$ cat config.mk
export PLATFORM = sky130hd
export DESIGN_NAME = host_sequencer
export DESIGN_NICKNAME = d
export VERILOG_FILES = /design/src/rtl/host_sequencer_pkg.sv /design/src/rtl/host_sequencer_counter.sv /design/src/rtl/host_sequencer.sv
export SDC_FILE = /design/constraint.sdc
export NUM_CORES = 1
export LEC_CHECK = 0
export BUFFER_PORTS_ARGS = -buffer_cell sky130_fd_sc_hd__clkbuf_2
export CORE_MARGIN = 3
export CORE_UTILIZATION = 50
export CTS_CLUSTER_DIAMETER = 150
export DETAILED_ROUTE_END_ITERATION = 8
export PLACE_DENSITY_LB_ADDON = 0.25
export RECOVER_POWER = 100
export SLEW_MARGIN = 20
export SYNTH_ARGS = -nofsm -noshare
export SYNTH_HDL_FRONTEND = slang
export SYNTH_HIERARCHICAL = 1
export SYNTH_SLANG_ARGS = --single-unit
$ cat constraint.sdc
create_clock -name clk -period 4.6 [get_ports clk]
set_input_delay 0.46 -clock clk [delete_from_list [all_inputs] [get_ports clk]]
set_output_delay 0.46 -clock clk [all_outputs]
set_load 0.05 [all_outputs]
$ cat src/rtl/host_sequencer_pkg.sv
// Host sequencer shared types and defaults.
// State encoding and default sizing constants.
package host_sequencer_pkg;

  typedef enum logic [2:0] {
    S_IDLE,
    S_LOAD,
    S_CRST,
    S_REQ,
    S_RUN,
    S_DRAIN,
    S_FIN
  } state_t;

  localparam logic [7:0]  DEF_LOAD_BASE = 8'd0;
  localparam int          DEF_LOAD_LEN  = 8;
  localparam logic [7:0]  DEF_RES_BASE  = 8'd64;
  localparam int          DEF_RES_LEN   = 4;
  localparam logic [15:0] DEF_TIMEOUT   = 16'd5000;

endpackage

$ cat src/rtl/host_sequencer_counter.sv
// 16-bit run-cycle counter.
// Synchronous clear, enable, saturates at all-ones.
module seq_counter (
  input  logic        clk,
  input  logic        reset,
  input  logic        clr,
  input  logic        en,
  output logic [15:0] count
);

  // count up while enabled, hold at 16'hFFFF
  always_ff @(posedge clk) begin
    if (reset || clr) begin
      count <= 16'd0;
    end else if (en && (count != 16'hFFFF)) begin
      count <= count + 16'd1;
    end
  end

endmodule

$ cat src/rtl/host_sequencer.sv
// Host sequencer: preload data memory, run core, drain results.
// Owns the data-memory port outside RUN.
module host_sequencer
  import host_sequencer_pkg::*;
#(
  parameter logic [7:0]  LOAD_BASE = DEF_LOAD_BASE,
  parameter int          LOAD_LEN  = DEF_LOAD_LEN,
  parameter logic [7:0]  RES_BASE  = DEF_RES_BASE,
  parameter int          RES_LEN   = DEF_RES_LEN,
  parameter logic [15:0] TIMEOUT   = DEF_TIMEOUT
) (
  input  logic        clk,
  input  logic        reset,
  input  logic        start,
  input  logic        in_valid,
  output logic        in_ready,
  input  logic [7:0]  in_dat,
  output logic        out_valid,
  input  logic        out_ready,
  output logic [7:0]  out_dat,
  output logic        core_rst,
  output logic        req,
  input  logic        done,
  output logic        mem_sel,
  output logic        mem_wr_en,
  output logic [7:0]  mem_addr,
  output logic [7:0]  mem_wr_dat,
  input  logic [7:0]  mem_rd_dat,
  output logic        busy,
  output logic        timeout_err,
  output logic [15:0] cycle_count
);

  localparam logic [8:0] LOAD_LAST = 9'(LOAD_LEN - 1);
  localparam logic [8:0] RES_LAST  = 9'(RES_LEN - 1);

  state_t     state;
  logic [8:0] idx;
  logic       cnt_clr;
  logic       cnt_en;
  logic       run_to;
  logic       in_load;
  logic       in_drain;

  assign in_load  = (state == S_LOAD);
  assign in_drain = (state == S_DRAIN);
  assign run_to   = (cycle_count == TIMEOUT);

  assign cnt_clr = (state == S_IDLE) && start;
  assign cnt_en  = (state == S_RUN) && !run_to;

  seq_counter u_cnt (
    .clk   (clk),
    .reset (reset),
    .clr   (cnt_clr),
    .en    (cnt_en),
    .count (cycle_count)
  );

  assign in_ready   = in_load;
  assign mem_sel    = in_load || in_drain;
  assign mem_wr_en  = in_load && in_valid;
  assign mem_wr_dat = in_dat;
  assign mem_addr   = in_load ? (LOAD_BASE + idx[7:0])
                              : (RES_BASE + idx[7:0]);
  assign out_valid  = in_drain;
  assign out_dat    = mem_rd_dat;
  assign core_rst   = reset || (state == S_CRST);
  assign req        = (state == S_REQ);
  assign busy       = (state != S_IDLE) && (state != S_FIN);

  // sequence state, byte index and sticky timeout flag
  always_ff @(posedge clk) begin
    if (reset) begin
      state       <= S_IDLE;
      idx         <= 9'd0;
      timeout_err <= 1'b0;
    end else begin
      unique case (state)
        S_IDLE: begin
          if (start) begin
            state       <= S_LOAD;
            idx         <= 9'd0;
            timeout_err <= 1'b0;
          end
        end
        S_LOAD: begin
          if (in_valid) begin
            if (idx == LOAD_LAST) begin
              state <= S_CRST;
              idx   <= 9'd0;
            end else begin
              idx <= idx + 9'd1;
            end
          end
        end
        S_CRST: begin
          // idx doubles as the two-cycle core reset timer
          if (idx == 9'd1) begin
            state <= S_REQ;
            idx   <= 9'd0;
          end else begin
            idx <= idx + 9'd1;
          end
        end
        S_REQ: begin
          state <= S_RUN;
        end
        S_RUN: begin
          if (done) begin
            state <= S_DRAIN;
            idx   <= 9'd0;
          end else if (run_to) begin
            timeout_err <= 1'b1;
            state       <= S_FIN;
          end
        end
        S_DRAIN: begin
          if (out_ready) begin
            if (idx == RES_LAST) begin
              state <= S_FIN;
              idx   <= 9'd0;
            end else begin
              idx <= idx + 9'd1;
            end
          end
        end
        S_FIN: begin
          state <= S_IDLE;
        end
        default: begin
          state <= S_IDLE;
        end
      endcase
    end
  end

endmodule

==> results.py, run 1 <==
metrics = {
    "status": {
        "status": "complete, no violations",
    },
    "logic_synthesis": {
        "synth.distinct_cells": 57,
        "synth_area_leaders": "dfxtp_1, buf_4, a21oi_1",
        "ys_seq_elements": 29,
        "syn_inst": 240,
        "synth_ff_type": "dfxtp_1",
        "synth-seq-area-share_pct": 28.50,
        "synth-edff-count": 0,
        "yosysTopAreaCell": "dfxtp_1",
        "yosysTopAreaCellShare_pct": 28.50,
        "yosysMostFrequentCell": "dfxtp_1",
        "syn_area_per_cell_um2": 8.487,
        "syn_nets": 268,
        "synth-async-reset-ratio_pct": 0,
        "yosys-top-cells-count": "dfxtp_1, buf_4, a21oi_1, nand2_1, nor2_1",
        "syn_area_um2": 2037,
        "synth_warnings": 6,
    },
    "hold_path": {
        "min_path_type": "reg2reg",
    },
    "critical_path": {
        "worstPathRequired_ps": 4140,
        "crit_path_start_kind": "flop",
        "worstPathArrival_ps": 2570,
        "critPathMaxFanout": 14,
        "worst-setup-path-type": "reg2out",
        "end_kind": "output port",
    },
    "sta": {
        "fin_crit_sh_pct": 65.95,
        "clock_skew_ps": 7.701,
        "fmax_mhz": 329.6,
        "hold_viol": 0,
        "setup-tns-final_ps": 0,
        "rsz0062_at_grt": "false",
        "relSlewSlack_pct": 15.51,
        "setup_viol": 0,
        "drv_slew": 0,
        "worstMarginPinSlew_ps": 1267,
        "min_period_ps": 3034,
    },
    "clocking": {
        "clock-sinks": 29,
        "cts_tree": "built",
        "cts_resized": 0,
        "clockRootBuffer": "clkbuf_8",
        "path_clk_slew_ps": 70,
        "post-cts-setup-buffers": 0,
        "hold_buffers": 0,
        "clockBufferDepth": 2,
        "cts_buffers": 5,
        "clkLatencyLatePin_ps": 290,
        "htreeDepth": 2,
    },
    "floorplanning": {
        "die-area_um2": 4876,
        "start_util_pct": 53.62,
        "num_rows": 22,
        "core_area_um2": 3799,
        "die_y_um": 69.83,
        "dieWidth_um": 69.83,
        "io_pins": 70,
    },
    "power_and_ir_drop": {
        "p_clk_share_pct": 25.4,
        "vdd_drop_max_v": 0.0002784,
        "netSwitchingFraction_pct": 44.97,
        "p_seq_share_pct": 35.6,
        "power.leakage_nw": 0.7458,
        "internal_power_w": 0.0004523,
        "p_switching_w": 0.0003696,
        "p_per_area_nw_per_um2": 392.9,
        "comb_power_share_pct": 38.9,
    },
    "grt": {
        "grt_pass1_vias": 1688,
        "grt_max_degree": 19,
        "antenna_found_initial": 0,
        "grt_overflow": 0,
        "grt_first_pass_wirelength_um": 7790,
        "track_usage_pct": 19.35,
    },
    "route": {
        "vias": 1792,
        "via_per_inst": 5.934,
        "ant_nets": 0,
        "first_pass_iters": 4,
        "drt_wl_total_um": 4455,
        "route.detailed.drc": 0,
        "drtIter0Drc": 124,
        "wl_per_cell_um": 14.75,
    },
    "finish": {
        "fin_nets": 281,
        "drive_gt1_share_pct": 11.02,
        "syn2layout_area_growth_pct": 2.703,
        "finish.utilization_pct": 55.07,
        "antenna_cells": 0,
    },
    "run": {
        "cap_violations": 0,
    },
    "placement": {
        "port_buffers": 37,
        "dp_hpwl_um": 3149,
        "gp_congestion": 0.8581,
    },
}
-- placed cells by master (no fill, tap or decap), types with 6 or more instances in the layout --
| master | count |
|---|---|
| nand4_1 | 7 |
| ha_1 | 6 |
| nand2_1 | 16 |
| clkbuf_1 | 32 |
| or3_1 | 7 |
| nor2_1 | 13 |
| dfxtp_1 | 29 |
| a21oi_1 | 16 |
| inv_1 | 7 |
| a31oi_1 | 7 |
| o21ai_0 | 11 |
| nand3_1 | 10 |
| or4_1 | 7 |
| clkbuf_2 | 6 |
-- cell families (layout without fill, tap and decap cells) --
group	count (synthesis)	in the layout	share of synthesized area, %
AOI/OAI and AO/OA	54	54	19.29
buffers and inverters	38	52	11.55
muxes	2	2	1.106
adders and majority gates	6	6	3.685
and+or+nand+nor	107	107	34.15
xor gates and xnor gates	4	4	1.720
DFF	29	29	28.50
-- critical path, cell delays in order, from the launching register on --
cell      delay [ps]
dfxtp_1          590
inv_1            210
nor3_1           720
mux2_2           290
clkbuf_1         460
-- power by group through the flow --
stage	combinational (W)	clock [W]	sequential, W
finish	0.000320	0.000209	0.000293
CTS	0.000340	0.000211	0.000295
floorplan	0.000340	0	0.000280
detailed placement	0.000338	0	0.000300
global placement	0.000337	0	0.000300
global route	0.000348	0.000223	0.000298
-- final cells by class --
class / instances / area (µm²)
Sequential cell: 29 / 580.6
Clock buffer: 6 / 72.57
Multi-Input combinational cell: 173 / 1196
Fill cell: 380 / 1707
Clock inverter: 2 / 10.01
Inverter: 7 / 26.28
Tap cell: 48 / 60.06
Timing Repair Buffer: 37 / 146.4
-- per-stage QoR --
stage	cells	hold slack (ps)	setup slack [ps]	area [µm²]	total power [W]
floorplan	240	466.4	1965	2037	0.0006194
global placement	294	497.0	2209	2073	0.0006366
detailed placement	294	509.3	2106	2073	0.0006379
CTS	302	517.5	2056	2156	0.0008454
global route	302	542.0	1353	2092	0.0008685
finish	302	511.2	1566	2092	0.0008219
-- final timing paths --
check	from	endpoint	slack, ps	cells past startpoint
worst max register to register	state[0]	idx[7]	2120	5
worst min register to register	idx[8]	idx[8]	510	2
worst min-delay path	idx[8]	idx[8]	510	2
worst max-delay path	state[0]	mem_addr[7]	1570	4
-- routing by layer --
| metal | global-route usage [%] | routed length (µm) | share of wire, % |
|---|---|---|---|
| met2 | 31.69 | 2055 | 46 |
| met5 | 0 | 0 | 0 |
| met4 | 7.660 | 73 | 1.6 |
| met3 | 4.203 | 222 | 5.0 |
| met1 | 24.58 | 2104 | 47 |
-- state kept, by name, indices dropped and copies added (netlist names) --
signal       cells
timeout_err      1
u_cnt/count     16
idx              9
state            3
(Power assumes the default switching activity.)
==> run 2: changes to the inputs <==
--- a/config.mk
+++ b/config.mk
@@ -5,9 +5,10 @@
 export SDC_FILE = /design/constraint.sdc
 export NUM_CORES = 1
 export LEC_CHECK = 0
+export ABC_AREA = 1
 export BUFFER_PORTS_ARGS = -buffer_cell sky130_fd_sc_hd__clkbuf_2
 export CORE_MARGIN = 3
-export CORE_UTILIZATION = 50
+export CORE_UTILIZATION = 47
 export CTS_CLUSTER_DIAMETER = 150
 export DETAILED_ROUTE_END_ITERATION = 8
 export PLACE_DENSITY_LB_ADDON = 0.25
==> constraint.sdc (replaced) <==
create_clock -name clk -period 2.7 [get_ports clk]
set_input_delay 0.27 -clock clk [delete_from_list [all_inputs] [get_ports clk]]
set_output_delay 0.27 -clock clk [all_outputs]
set_load 0.05 [all_outputs]
==> run 2 against run 1 <==
Critical path depth grew 4. First-iteration DRC count shrank 25%. Non-clock buffer count is the same. Final cell count grew 37%.
==> results.py, run 2 <==
metrics = {
    "status": {
        "status": "complete, no violations",
    },
    "critical_path": {
        "worst-setup-path-type": "reg2reg",
        "r2r_cells": 8,
        "crit_slowest_cell": "dfxtp_1",
        "crit_chain": "nand2_1, a21oi_1, inv_2, nor2_1, nand2_1, nor2_1, o21ai_0, a21oi_1",
        "critPathMaxFanout": 8,
        "cp_num_buf_inv": 1,
        "end_kind": "flop",
        "max_stage_delay_ps": 550,
        "crit_path_start_kind": "flop",
        "worstPathArrival_ps": 2360,
        "cp.depth": 8,
        "worstPathRequired_ps": 2910,
        "path_delay_family": "simple AND/OR/NAND/NOR gates",
    },
    "hold_path": {
        "hold_depth": 2,
        "min_path_type": "in2reg",
    },
    "clocking": {
        "cts_tree": "built",
        "clockRootBuffer": "clkbuf_8",
        "htreeDepth": 2,
        "post-cts-setup-buffers": 0,
        "cts_buffers": 5,
        "clkLatencyLatePin_ps": 280,
        "path_clk_slew_ps": 60,
        "cts_resized": 0,
        "hold_buffers": 0,
        "clock-sinks": 29,
        "clockBufferDepth": 2,
    },
    "sta": {
        "setup_viol": 0,
        "worstMarginPinSlew_ps": 1071,
        "hold_viol": 0,
        "clock_skew_ps": 3.751,
        "drv_slew": 0,
        "holdWs_ps": 259.3,
        "min_period_ps": 2156,
        "fmax_mhz": 463.9,
        "rsz0062_at_grt": "false",
        "fin_crit_sh_pct": 79.84,
        "setup-tns-final_ps": 0,
        "relSlewSlack_pct": 28.34,
    },
    "grt": {
        "grt_pass1_vias": 1835,
        "track_usage_pct": 18.13,
        "grt_max_degree": 17,
        "grt_first_pass_wirelength_um": 7900,
        "grt_overflow": 0,
        "antenna_found_initial": 0,
    },
    "logic_synthesis": {
        "yosysTopAreaCellShare_pct": 26.08,
        "synth.distinct_cells": 31,
        "synth_ff_type": "dfxtp_1",
        "yosysMostFrequentCell": "nand2_1",
        "syn_area_um2": 2226,
        "synth-edff-count": 0,
        "yosysTopAreaCell": "dfxtp_1",
        "syn_nets": 373,
        "ys_seq_elements": 29,
        "synth_warnings": 6,
        "yosys-top-cells-count": "nand2_1, nor2_1, inv_1",
        "synth_area_leaders": "dfxtp_1, nand2_1, nor2_1",
        "synth-async-reset-ratio_pct": 0,
        "syn_area_per_cell_um2": 6.452,
        "syn_inst": 345,
        "synth-seq-area-share_pct": 26.08,
    },
    "finish": {
        "drive_gt1_share_pct": 11.02,
        "reg_top3": "u_cnt/count: 16 flops, idx: 9 flops, state: 3 flops",
        "n_fill_cell": 490,
        "largest_register_ffs": 16,
        "finish.utilization_pct": 50.92,
        "final_common_cell": "nand2_1",
        "fin_nets": 390,
        "layout.cells.non_filler": 415,
        "seqCellArea_um2": 580.6,
        "layout_common_cells": "nand2_1, nor2_1, inv_1, clkbuf_1, dfxtp_1",
        "antenna_cells": 0,
        "fin_area_um2": 2278,
        "multi_input_area_um2": 1229,
        "largest-register": "u_cnt/count",
        "syn2layout_area_growth_pct": 2.361,
    },
    "route": {
        "drtIter0Drc": 93,
        "drt_wl_total_um": 4577,
        "wl_per_cell_um": 11.03,
        "vias": 2032,
        "route.detailed.drc": 0,
        "ant_nets": 0,
        "via_per_inst": 4.896,
        "first_pass_iters": 4,
    },
    "floorplanning": {
        "io_pins": 70,
        "die_y_um": 74.82,
        "core_area_um2": 4474,
        "die-area_um2": 5598,
        "num_rows": 24,
        "start_util_pct": 49.75,
        "dieWidth_um": 74.82,
    },
    "power_and_ir_drop": {
        "power.leakage_nw": 0.9220,
        "p_per_area_nw_per_um2": 735.5,
        "vdd_drop_max_v": 0.0003142,
    },
    "placement": {
        "placed_cells": 407,
        "placed_area_um2": 2241,
        "port_buffers": 37,
        "gp_congestion": 0.8705,
        "dp_hpwl_um": 3492,
    },
    "run": {
        "cap_violations": 0,
    },
}
-- run 2: cell types whose count changed after synthesis, sizes merged, moves of 6 or more --
cell,change
a31oi,-6
nand3,+16
nand2,+73
or4,-8
or3,-7
inv,+34
nor2,+69
-- run 2: worst paths after layout --
kind	startpoint	slack, ps	end
hold reg to reg	timeout_err	470	timeout_err
setup reg to reg	state[2]	540	u_cnt/count[12]
setup / recovery	state[2]	540	u_cnt/count[12]
hold / removal	reset	260	idx[4]
-- run 2: cell families (layout without fill, tap and decap cells) --
| group | Yosys count | after routing | synth area share, % |
|---|---|---|---|
| flops | 29 | 29 | 26.08 |
| buf+inv | 69 | 87 | 17.65 |
| xor+xnor | 2 | 2 | 0.7871 |
| simple gates | 207 | 207 | 42.83 |
| compound gates | 32 | 32 | 9.275 |
| fa+ha+maj | 6 | 6 | 3.373 |
-- run 2: final cells by class --
cell class	instances	share of cell area [%]
multi-input combinational	247	53.93
sequential	29	25.48
inverter	42	6.919
timing repair buffer	37	6.370
clock buffer	7	4.228
tap	52	2.856
clock inverter	1	0.2197
-- run 2: layer usage --
layer	global-route usage, %	wire [µm]
met5	0	0
met4	7.510	78
met3	5.207	226
met2	29.98	2078
met1	22.00	2193
-- run 2: through the flow --
stage	setup slack (ps)	power [W]
4_1_cts	588.1	0.001740
6_report	544.4	0.001676
3_3_place_gp	663.9	0.001328
2_1_floorplan	410.6	0.001315
5_1_grt	198.8	0.001815
3_5_place_dp	601.9	0.001334
-- run 2: power by group --
part	leakage [nW]	switching [W]	internal, W
logic	0.633	0.000580	0.000180
clock network	0.0542	0.000167	0.000230
registers	0.234	0.0000590	0.000460
total	0.922	0.000806	0.000870
==> run 3: changes to the inputs <==
--- a/config.mk
+++ b/config.mk
@@ -8,7 +8,7 @@
 export ABC_AREA = 1
 export BUFFER_PORTS_ARGS = -buffer_cell sky130_fd_sc_hd__clkbuf_2
 export CORE_MARGIN = 3
-export CORE_UTILIZATION = 47
+export CORE_UTILIZATION = 50
 export CTS_CLUSTER_DIAMETER = 150
 export DETAILED_ROUTE_END_ITERATION = 8
 export PLACE_DENSITY_LB_ADDON = 0.25
==> constraint.sdc (replaced) <==
create_clock -name clk -period 2.06 [get_ports clk]
set_input_delay 0.206 -clock clk [delete_from_list [all_inputs] [get_ports clk]]
set_output_delay 0.206 -clock clk [all_outputs]
set_load 0.05 [all_outputs]
==> run 3 against run 2 <==
Routed wire length grew 2.6%. Clock power grew 14%. Worst hold slack lost 80 ps. Largest power group unchanged.
==> results.py, run 3 (synthesized netlist as in run 2, its figures left out) <==
metrics = {
    "sta": {
        "hold_viol": 0,
        "setup_viol": 0,
        "fin_crit_sh_pct": 92.66,
        "rsz0062_at_grt": "false",
        "worstMarginPinSlew_ps": 998.7,
        "fmax_mhz": 523.9,
        "clock_skew_ps": 9.027,
        "drv_slew": 0,
        "min_period_ps": 1909,
        "relSlewSlack_pct": 33.17,
        "setup-tns-final_ps": 0,
        "holdWs_ps": 179.7,
    },
    "floorplanning": {
        "core_area_um2": 4144,
        "io_pins": 70,
        "num_rows": 23,
        "die-area_um2": 5288,
        "dieWidth_um": 72.72,
        "start_util_pct": 53.71,
        "die_y_um": 72.72,
    },
    "grt": {
        "grt.busiest_layer": "met2",
        "grt_first_pass_wirelength_um": 7990,
        "use_met3_pct": 3.994,
        "use_met2_pct": 31.26,
        "grt_pass1_vias": 1819,
        "track_usage_pct": 18.72,
        "antenna_found_initial": 0,
        "grt_overflow": 0,
        "grt_max_degree": 17,
        "met1_usage_pct": 23.67,
    },
    "status": {
        "status": "complete, no violations",
    },
    "critical_path": {
        "r2r_slack_ps": 250,
        "cp-startpoint": "state[0]",
        "crit_path_start_kind": "flop",
        "crit_end": "mem_addr[7]",
        "worstPathArrival_ps": 1700,
        "critPathMaxFanout": 6,
        "rr_endpoint": "u_cnt/count[13]",
        "end_kind": "output port",
        "rr_startpoint": "state[0]",
        "worst-setup-path-type": "reg2out",
        "worstPathRequired_ps": 1850,
        "r2r_cells": 10,
    },
    "finish": {
        "layout_common_cells": "nand2_1, nor2_1, inv_1, clkbuf_1, dfxtp_1",
        "fin_area_um2": 2286,
        "fin_nets": 393,
        "drive_gt1_share_pct": 12.02,
        "largest-register": "u_cnt/count",
        "final_common_cell": "nand2_1",
        "syn2layout_area_growth_pct": 2.698,
        "largest_register_ffs": 16,
        "antenna_cells": 0,
        "reg_top3": "u_cnt/count: 16 flops, idx: 9 flops, state: 3 flops",
    },
    "clocking": {
        "cts_buffers": 5,
        "htreeDepth": 2,
        "clockBufferDepth": 2,
        "path_clk_slew_ps": 70,
        "cts_tree": "built",
        "hold_buffers": 0,
        "clkLatencyLatePin_ps": 280,
        "clock-sinks": 29,
        "post-cts-setup-buffers": 0,
        "cts_resized": 0,
        "clockRootBuffer": "clkbuf_8",
    },
    "route": {
        "route.detailed.drc": 0,
        "via_per_inst": 4.974,
        "ant_nets": 0,
        "wl_per_cell_um": 11.28,
        "vias": 2069,
        "drt_wl_total_um": 4694,
        "drtIter0Drc": 122,
        "first_pass_iters": 4,
    },
    "run": {
        "cap_violations": 0,
    },
    "power_and_ir_drop": {
        "finalPower_w": 0.002159,
        "comb_power_share_pct": 48.8,
        "netSwitchingFraction_pct": 49.29,
        "p_per_area_nw_per_um2": 944.3,
        "p_seq_share_pct": 30.2,
        "p_switching_w": 0.001064,
        "vdd_drop_max_v": 0.0004252,
        "power.leakage_nw": 0.9288,
        "internal_power_w": 0.001095,
        "p_clk_share_pct": 21.0,
    },
    "placement": {
        "port_buffers": 37,
        "gp_congestion": 0.8841,
        "placed_area_um2": 2261,
        "dp_hpwl_um": 3580,
    },
    "hold_path": {
        "min_path_type": "in2reg",
    },
}
[run 3: cell types whose count changed in the layout (fill, tap and decap cells not counted), sizes merged]
cell,previous run,this run
clkbuf,44,47
buf,0,1
clkinv,2,1
[run 3: per-layer routing]
layer	part of all wire (%)	vias up
met5	0	-
met4	1.3	0
met3	5.0	6
met2	48	46
met1	46	925
li1	-	1092
[run 3: final cells by class]
cell class	instances	area [µm²]
clock buffer	8	80.08
fill	437	1858
inverter	42	157.7
multi-input combinational	247	1240
sequential	29	580.6
tap	50	62.56
timing repair buffer	40	165.2
[run 3: critical path, stage by stage (launching register included)]
cell and delay [ps]:
dfxtp_1 320, clkbuf_1 300, nand2_4 120, nor2_8 160
inv_1 110, o21ai_1 130, clkbuf_2 290
[run 3: power by group through the flow]
stage / logic, W / clock network [W] / registers [W]
6_report: 0.00105 / 0.000453 / 0.000652
5_1_grt: 0.00117 / 0.000491 / 0.000658
4_1_cts: 0.00111 / 0.000467 / 0.000653
3_5_place_dp: 0.00111 / 0 / 0.000665
3_3_place_gp: 0.00110 / 0 / 0.000662
2_1_floorplan: 0.00104 / 0 / 0.000683
[run 3: worst min path at each step]
stage / start / to / slack (ps) / cells past startpoint
global route: reset / idx[4] / 180 / 2
finish: reset / idx[4] / 180 / 2
detailed placement: in_dat[0] / mem_wr_dat[0] / 410 / 0
global placement: in_dat[0] / mem_wr_dat[0] / 410 / 0
floorplan: reset / idx[4] / 280 / 1
CTS: reset / idx[4] / 170 / 2
[run 3: per-stage QoR]
| step | util [%] | cells | setup slack (ps) |
|---|---|---|---|
| after global placement | 54.56 | 408 | 368.9 |
| after detailed placement | 54.56 | 408 | 297.7 |
| final | 55.16 | 416 | 151.3 |
| after CTS | 56.49 | 416 | 283.1 |
| after floorplan | - | 345 | 50.91 |
| after global routing | 55.16 | 416 | 57.11 |
